File: src/rtl/iddr_pkg.sv
// Shared types and helpers for the DDR receive deserialiser.
// Holds the FSM encoding and the slot/keep arithmetic used by the packer.
package iddr_pkg;

  typedef enum logic [1:0] {
    ST_RESYNC = 2'd0,
    ST_IDLE   = 2'd1,
    ST_ACTIVE = 2'd2
  } state_t;

  // Width of a field that counts 0..2*ratio half-words.
  function automatic int keep_w(input int ratio);
    return $clog2(2 * ratio + 1);
  endfunction

  function automatic int slots_per_word(input int ratio);
    return 2 * ratio;
  endfunction

  // LSB position of half-word slot within a packed word.
  function automatic int hw_lsb(input int slot, input int width);
    return slot * width;
  endfunction

endpackage

File: src/rtl/iddr_capture.sv
// DDR capture stage: one rising and one falling flop per lane, both
// re-registered on the rising edge into an aligned {rise, fall} beat.
module iddr_capture #(
  parameter int LANES = 5
) (
  input  logic             clk,
  input  logic             rst_n,
  input  logic [LANES-1:0] din,
  output logic [LANES-1:0] rise,
  output logic [LANES-1:0] fall,
  output logic             beat_ok
);

  logic [LANES-1:0] pos_r;
  logic [LANES-1:0] neg_r;
  logic             pos_ok_r;

  // Rising-edge sample; pos_ok_r marks that the sample postdates reset.
  always_ff @(posedge clk) begin
    if (!rst_n) begin
      pos_r    <= '0;
      pos_ok_r <= 1'b0;
    end else begin
      pos_r    <= din;
      pos_ok_r <= 1'b1;
    end
  end

  // Falling-edge sample, deliberately left without reset.
  always_ff @(negedge clk) begin
    neg_r <= din;
  end

  // Realign both samples onto the rising edge as one beat.
  always_ff @(posedge clk) begin
    if (!rst_n) begin
      rise    <= '0;
      fall    <= '0;
      beat_ok <= 1'b0;
    end else begin
      rise    <= pos_r;
      fall    <= neg_r;
      beat_ok <= pos_ok_r;
    end
  end

endmodule

File: src/rtl/iddr_deser.sv
// RGMII-style DDR receive deserialiser: captures data + control lanes on
// both edges, decodes valid/error and packs beats into framed words.
module iddr_deser
  import iddr_pkg::*;
#(
  parameter int WIDTH = 4,
  parameter int RATIO = 2,
  parameter int SWAP  = 0,
  parameter int CNT_W = 16
) (
  input  logic                        clk,
  input  logic                        rst_n,
  input  logic [WIDTH-1:0]            d,
  input  logic                        ctl,
  input  logic                        ddr_en,
  output logic [2*WIDTH*RATIO-1:0]    q_data,
  output logic [keep_w(RATIO)-1:0]    q_keep,
  output logic                        q_valid,
  output logic                        q_last,
  output logic                        q_err,
  output logic [CNT_W-1:0]            frame_cnt,
  output logic [CNT_W-1:0]            err_cnt
);

  localparam int OUT_W = 2 * WIDTH * RATIO;
  localparam int SLOTS = slots_per_word(RATIO);
  localparam int KW    = keep_w(RATIO);

  logic [WIDTH:0]   rise_s;
  logic [WIDTH:0]   fall_s;
  logic             beat_ok_s;

  state_t           state_r, state_n;
  logic             mode_r, mode_n;
  logic             frame_err_r, frame_err_n;
  logic [OUT_W-1:0] acc_data_r, acc_data_n;
  logic [KW-1:0]    acc_slots_r, acc_slots_n;
  logic             acc_err_r, acc_err_n;
  logic             pend_valid_r, pend_valid_n;
  logic [OUT_W-1:0] pend_data_r, pend_data_n;
  logic             pend_err_r, pend_err_n;

  logic             beat_dv_s, beat_ddr_s, beat_err_s;
  logic [WIDTH-1:0] hw0_s, hw1_s;
  logic [KW-1:0]    hw_cnt_s, base_slots_s, new_slots_s;
  logic [OUT_W-1:0] base_data_s, packed_data_s;
  logic             base_err_s, packed_err_s, packed_full_s;
  logic [OUT_W-1:0] pk_acc_data_s;
  logic [KW-1:0]    pk_acc_slots_s;
  logic             pk_acc_err_s, pk_pend_s;

  logic             emit_s, emit_last_s, emit_err_s;
  logic [OUT_W-1:0] emit_data_s;
  logic [KW-1:0]    emit_keep_s;

  iddr_capture #(.LANES(WIDTH + 1)) u_capture (
    .clk     (clk),
    .rst_n   (rst_n),
    .din     ({ctl, d}),
    .rise    (rise_s),
    .fall    (fall_s),
    .beat_ok (beat_ok_s)
  );

  // Beat decode; the mode is the latched one inside a frame, live otherwise.
  always_comb begin
    beat_dv_s = beat_ok_s & rise_s[WIDTH];
    if (state_r == ST_ACTIVE) begin
      beat_ddr_s = mode_r;
    end else begin
      beat_ddr_s = ddr_en;
    end
    beat_err_s = beat_ddr_s & (rise_s[WIDTH] ^ fall_s[WIDTH]);
    if (beat_ddr_s) begin
      hw_cnt_s = KW'(2);
      if (SWAP != 0) begin
        hw0_s = fall_s[WIDTH-1:0];
        hw1_s = rise_s[WIDTH-1:0];
      end else begin
        hw0_s = rise_s[WIDTH-1:0];
        hw1_s = fall_s[WIDTH-1:0];
      end
    end else begin
      hw_cnt_s = KW'(1);
      hw0_s    = rise_s[WIDTH-1:0];
      hw1_s    = '0;
    end
  end

  // Place the beat's half-words at the current slot; a frame start packs at slot 0.
  always_comb begin
    if (state_r == ST_ACTIVE) begin
      base_slots_s = acc_slots_r;
      base_data_s  = acc_data_r;
      base_err_s   = acc_err_r;
    end else begin
      base_slots_s = '0;
      base_data_s  = '0;
      base_err_s   = 1'b0;
    end
    packed_data_s = base_data_s;
    for (int i = 0; i < SLOTS; i++) begin
      if (base_slots_s == KW'(i)) begin
        packed_data_s[hw_lsb(i, WIDTH) +: WIDTH] = hw0_s;
      end else if ((hw_cnt_s == KW'(2)) && ((base_slots_s + KW'(1)) == KW'(i))) begin
        packed_data_s[hw_lsb(i, WIDTH) +: WIDTH] = hw1_s;
      end else begin
        packed_data_s[hw_lsb(i, WIDTH) +: WIDTH] = base_data_s[hw_lsb(i, WIDTH) +: WIDTH];
      end
    end
    new_slots_s   = base_slots_s + hw_cnt_s;
    packed_full_s = (new_slots_s == KW'(SLOTS));
    packed_err_s  = base_err_s | beat_err_s;
  end

  // A filled word moves to pending and leaves an empty accumulator behind.
  always_comb begin
    if (packed_full_s) begin
      pk_acc_data_s  = '0;
      pk_acc_slots_s = '0;
      pk_acc_err_s   = 1'b0;
      pk_pend_s      = 1'b1;
    end else begin
      pk_acc_data_s  = packed_data_s;
      pk_acc_slots_s = new_slots_s;
      pk_acc_err_s   = packed_err_s;
      pk_pend_s      = 1'b0;
    end
  end

  // Frame FSM next state and word emission.
  always_comb begin
    state_n      = state_r;
    mode_n       = mode_r;
    frame_err_n  = frame_err_r;
    acc_data_n   = acc_data_r;
    acc_slots_n  = acc_slots_r;
    acc_err_n    = acc_err_r;
    pend_valid_n = pend_valid_r;
    pend_data_n  = pend_data_r;
    pend_err_n   = pend_err_r;
    emit_s       = 1'b0;
    emit_last_s  = 1'b0;
    emit_err_s   = 1'b0;
    emit_data_s  = '0;
    emit_keep_s  = '0;
    case (state_r)
      ST_RESYNC: begin
        if (beat_ok_s && !beat_dv_s) begin
          state_n = ST_IDLE;
        end else begin
          state_n = ST_RESYNC;
        end
      end
      ST_IDLE: begin
        if (beat_dv_s) begin
          state_n      = ST_ACTIVE;
          mode_n       = ddr_en;
          frame_err_n  = beat_err_s;
          acc_data_n   = pk_acc_data_s;
          acc_slots_n  = pk_acc_slots_s;
          acc_err_n    = pk_acc_err_s;
          pend_valid_n = pk_pend_s;
          pend_data_n  = packed_data_s;
          pend_err_n   = packed_err_s;
        end else begin
          state_n = ST_IDLE;
        end
      end
      ST_ACTIVE: begin
        if (beat_dv_s) begin
          frame_err_n = frame_err_r | beat_err_s;
          if (pend_valid_r) begin
            emit_s      = 1'b1;
            emit_data_s = pend_data_r;
            emit_keep_s = KW'(SLOTS);
            emit_err_s  = pend_err_r;
          end else begin
            emit_s = 1'b0;
          end
          acc_data_n   = pk_acc_data_s;
          acc_slots_n  = pk_acc_slots_s;
          acc_err_n    = pk_acc_err_s;
          pend_valid_n = pk_pend_s;
          pend_data_n  = packed_data_s;
          pend_err_n   = packed_err_s;
        end else begin
          state_n = ST_IDLE;
          if (pend_valid_r) begin
            emit_s      = 1'b1;
            emit_last_s = 1'b1;
            emit_data_s = pend_data_r;
            emit_keep_s = KW'(SLOTS);
            emit_err_s  = pend_err_r;
          end else if (acc_slots_r != '0) begin
            emit_s      = 1'b1;
            emit_last_s = 1'b1;
            emit_data_s = acc_data_r;
            emit_keep_s = acc_slots_r;
            emit_err_s  = acc_err_r;
          end else begin
            emit_s = 1'b0;
          end
          acc_data_n   = '0;
          acc_slots_n  = '0;
          acc_err_n    = 1'b0;
          pend_valid_n = 1'b0;
        end
      end
      default: begin
        state_n = ST_RESYNC;
      end
    endcase
  end

  // FSM, accumulator and pending-word registers.
  always_ff @(posedge clk) begin
    if (!rst_n) begin
      state_r      <= ST_RESYNC;
      mode_r       <= 1'b0;
      frame_err_r  <= 1'b0;
      acc_data_r   <= '0;
      acc_slots_r  <= '0;
      acc_err_r    <= 1'b0;
      pend_valid_r <= 1'b0;
      pend_data_r  <= '0;
      pend_err_r   <= 1'b0;
    end else begin
      state_r      <= state_n;
      mode_r       <= mode_n;
      frame_err_r  <= frame_err_n;
      acc_data_r   <= acc_data_n;
      acc_slots_r  <= acc_slots_n;
      acc_err_r    <= acc_err_n;
      pend_valid_r <= pend_valid_n;
      pend_data_r  <= pend_data_n;
      pend_err_r   <= pend_err_n;
    end
  end

  // Registered word output; q_data/q_keep hold between strobes.
  always_ff @(posedge clk) begin
    if (!rst_n) begin
      q_data  <= '0;
      q_keep  <= '0;
      q_valid <= 1'b0;
      q_last  <= 1'b0;
      q_err   <= 1'b0;
    end else if (emit_s) begin
      q_data  <= emit_data_s;
      q_keep  <= emit_keep_s;
      q_valid <= 1'b1;
      q_last  <= emit_last_s;
      q_err   <= emit_err_s;
    end else begin
      q_valid <= 1'b0;
      q_last  <= 1'b0;
      q_err   <= 1'b0;
    end
  end

  // Saturating per-frame statistics, stepped by the frame's final word.
  always_ff @(posedge clk) begin
    if (!rst_n) begin
      frame_cnt <= '0;
      err_cnt   <= '0;
    end else if (emit_s && emit_last_s) begin
      if (frame_cnt != '1) begin
        frame_cnt <= frame_cnt + CNT_W'(1);
      end else begin
        frame_cnt <= frame_cnt;
      end
      if (frame_err_r && (err_cnt != '1)) begin
        err_cnt <= err_cnt + CNT_W'(1);
      end else begin
        err_cnt <= err_cnt;
      end
    end else begin
      frame_cnt <= frame_cnt;
      err_cnt   <= err_cnt;
    end
  end

endmodule

File: config.mk
export PLATFORM = sky130hd
export DESIGN_NAME = iddr_deser
export DESIGN_NICKNAME = d
export VERILOG_FILES = /design/src/rtl/iddr_pkg.sv /design/src/rtl/iddr_capture.sv /design/src/rtl/iddr_deser.sv
export SDC_FILE = /design/constraint.sdc
export NUM_CORES = 1
export LEC_CHECK = 0
export ABC_AREA = 1
export ABC_CLOCK_PERIOD_IN_PS = 3200
export CORE_MARGIN = 2
export CORE_UTILIZATION = 30
export DETAILED_ROUTE_END_ITERATION = 8
export SETUP_SLACK_MARGIN = 0.4
export SYNTH_ARGS = -nofsm -noshare
export SYNTH_HDL_FRONTEND = slang
export SYNTH_SLANG_ARGS = --single-unit
File: constraint.sdc
create_clock -name clk -period 3.2 [get_ports clk]
set_input_delay 0.64 -clock clk [delete_from_list [all_inputs] [get_ports clk]]
set_output_delay 0.64 -clock clk [all_outputs]
set_load 0.05 [all_outputs]
* Word-level counts from Yosys, hierarchy flattened
Cells that the tools add are included.
** Operators by class
- Add/sub/neg operators :: 4
- Equality and inequality tests :: 15
- Multiplexer cells :: 60
- Bitwise gates (word level) :: 5
- Reduce and logical (&&, ||, !) cells :: 22
** Operator list (number)
- $mux 16 :: 9
- $mux 4 :: 9
- $add 16x1->16 const B :: 2
- $ne 16x16->1 const B :: 2
- $pmux 16 s2 :: 1
- $mux 3 :: 9
- $mux 1 :: 24
- $eq 3x2->1 const B :: 5
- $reduce_and 2->1 :: 6
- $logic_and 1x1->1 :: 7
- $eq 3x1->1 const B :: 2
- $logic_not 3->1 :: 2
- $mux 2 :: 3
- $ne 2x2->1 const B :: 3
- $pmux 1 s2 :: 3
- $pmux 2 s3 :: 1
- $pmux 3 s2 :: 1
- $reduce_and 3->1 :: 2
- $add 3x1->3 const B :: 1
- $add 3x3->3 :: 1
- $eq 3x3->1 const B :: 1
- $reduce_bool 3->1 :: 1
- $and 1x1->1 :: 2
- $eq 2x1->1 const B :: 1
- other kinds (7) :: 8
** Word-level totals
- Register bits :: 118
- Output and inout bits :: 54
- Logic and storage cells :: 128

* Logic depth before layout (Yosys ltp)
- Depth after elaboration :: 10
- Gate-level depth with buffers :: 15
- Gate-level depth less buffers :: 14

* Cells and area by module
Synthesis repeated with hierarchy kept, for this count alone.
** Unflattened totals
- Cell total of the unflattened synthesis :: 861
- Area total of the unflattened synthesis :: 5825.6 sq um
** By module, submodules not included
- iddr_deser :: instances 1, cells an instance 804, area each 5217.5 sq um, seq. area each 1921.8 sq um
- iddr_capture :: instances 1, cells an instance 57, area each 608.1 sq um, seq. area each 440.4 sq um

==> flow_metrics.tcl <==
set metrics [dict create \
    status "completed" \
    grt_overflow 0 \
    preCtsSetupSlack_ps 408 \
    fin_area_um2 7240 \
    coreArea_um2 18800 \
    drt-vias-per-instance 4.55 \
    grt_use_total_pct 14.5 \
    ys_seq_area_share_pct 40.7 \
    synth_most_common_cell "nand2_1" \
    numCtsBuffers 17 \
    hold_viol_final 0 \
    cts_sinks 118 \
    num_vias 5344 \
    die_h_um 143 \
    start_kind "flop" \
    cts_tree "built" \
    endpoint_kind "flop" \
    wl_per_cell_um 11.9 \
    htreeDepth 4 \
    start_util_pct 30.8 \
    tightestPinTransition_ps 994 \
    synth.top_cell.area_share_pct 40.7 \
    syn_area_um2 5800 \
    port_buffers 61 \
    antenna_found_initial 0 \
    skew_ps 27.9 \
    worstPathRequired_ps 3490 \
    nNetsFinal 918 \
    r2r_start "state_r[0]" \
    power.internal_mw 2.66 \
    root_buffer "clkbuf_16" \
    power.leakage_nw 2.95 \
    die_area_um2 20500 \
    synth_seq_cells 118 \
    ioPinCount 62 \
    tns_ps 0 \
    ys_top_cells_by_area "dfxtp_1 (41%), nand2_1 (15%), nand3_1 (8.8%)" \
    cts_setup_buffers 0 \
    rows 50 \
    clk_latency_ps 440 \
    post_synth_num_cell_types 32 \
    drt_pass1_iterations 5 \
    finalCriticalPeriod_ps 2490 \
    power.switching_uw 817 \
    dpl_cell_area_um2 6620 \
    first_global_vias 4887 \
    gp_congestion 0.873 \
    synth_edf_count 0 \
    drc 0 \
    async_flop_share_pct 0 \
    diodes 0 \
    period_share_pct 77.8 \
    path_class "flop to flop" \
    fmaxAchievable_ghz 0.402 \
    comb_power_share_pct 2.7 \
    max_slew_margin_pct 33.6 \
    cts_max_path_buffers 2 \
    arrival_ps 2780 \
    totalPowerFinal_mw 3.48 \
    p_seq_share_pct 43.0 \
    cp_max_fo 20 \
    ys_warn_count 0 \
    yosysTopAreaCell "dfxtp_1" \
    setup_viol 0 \
    irDropWorstVdd_mv 0.354 \
    p_per_area_nw_per_um2 481 \
    die_w_um 143 \
    rsz0062_at_grt "false" \
    ant_nets 0 \
    synthFlopType "dfxtp_1" \
    drive_above_1_share_pct 9.63 \
    place_inst 1138 \
    syn_avg_cell_area_um2 6.89 \
    grt_pass1_wl_um 23600 \
    fin_util_pct 38.4 \
    drtIter0Drc 326 \
    clkSlewWorstSetupHoldPaths_ps 60 \
    p_sw_share_pct 23.5 \
    wirelength_um 14000 \
    clkPwrFrac_pct 54.4 \
    drv_slew 0 \
    netlist_instances 842 \
    syn2layout_area_growth_pct 24.8 \
    critPathLaunch "state_r[0]" \
    whs_ps 411 \
    syn_nets 859 \
    drv_cap 0 \
    grt_start_max_net_pins 37 \
    hp-class "flop to flop" \
    synthTopCellsByCount "nand2_1 (236), dfxtp_1 (118), nand3_1 (102), inv_1 (98), a21oi_1 (80)" \
    instances_no_fill 1174 \
    hp-start "u_capture.pos_r[1]" \
    fin_ws_ps 711 \
    place_hpwl_um 9680 \
]
placed cells by master, fill, tap and decap left out, types with 3 or more instances in the layout:
cell type	count
nand2_1	236
dfxtp_1	118
inv_1	102
nand3_1	102
a21oi_1	80
clkdlybuf4s50_1	61
nor2_1	47
o21ai_0	45
clkbuf_16	20
nand2_2	15
xnor2_1	10
a21oi_2	10
xor2_1	8
clkinv_4	8
ha_1	7
inv_2	5
nand4_1	5
buf_4	5
nor2_4	4
nor2_2	4
nand3_2	3
kinds of logic after synthesis:
group	synth area share, %
xor+xnor	2.72
buf+inv	10.1
flops	40.7
fa+ha+maj	2.07
compound gates	12.7
simple gates	31.7
critical path: stages (launching register included):
cell and delay [ps]:
dfxtp_1 340, inv_1 110, ha_1 190, buf_6 200
inv_1 110, nand2_1 80, nand2_1 130, nand2_2 110
inv_1 50, fa_1 370, xnor2_1 240, nand3_1 120
nand2_2 90, inv_4 90, nand2_1 80, a21oi_1 60
cell type report:
cell class,count,area (um^2)
Multi-Input combinational cell,587,2860
Tap cell,260,325
Sequential cell,118,2360
Clock buffer,20,500
Timing Repair Buffer,68,679
Clock inverter,17,116
Fill cell,2034,11600
Inverter,104,395
power groups by stage:
stage / Combinational [mW] / Clock [mW] / Sequential [mW]
3_3_place_gp: 0.0933 / 0.0117 / 1.53
3_5_place_dp: 0.0937 / 0.0117 / 1.53
5_1_grt: 0.107 / 2.02 / 1.50
4_1_cts: 0.0942 / 1.94 / 1.50
2_1_floorplan: 0.0630 / 0.0117 / 1.52
6_report: 0.0928 / 1.89 / 1.50
state kept, by name (all words and copies together), names as in the netlist, 5 cells and up:
signal	count
acc_data_r	16
err_cnt	16
frame_cnt	16
pend_data_r	16
q_data	16
u_capture.fall	5
u_capture.neg_r	5
u_capture.pos_r	5
u_capture.rise	5
repair_timing:
| action | 4_1_cts | 5_1_grt |
|---|---|---|
| endpoints found under the setup margin | 0 | 16 |
| gates resized for setup | 0 | 2 |
| hold buffers | 0 | 0 |
final timing paths:
check	slack [ps]	depth (start not counted)	endpoint
max	710	15	acc_data_r[2]
min reg2reg	410	2	u_capture.rise[1]
max reg2reg	710	15	acc_data_r[2]
min	410	2	u_capture.rise[1]
per-layer routing:
metal  vias up  global-route usage, %  part of all wire, %
met4         0                   4.69                 0.94
met3         9                   3.96                  4.5
li1       2806                      -                    -
met5         -                      0                    0
met2       108                   22.9                   46
met1      2421                   19.1                   49
(Power assumes the default switching activity.)
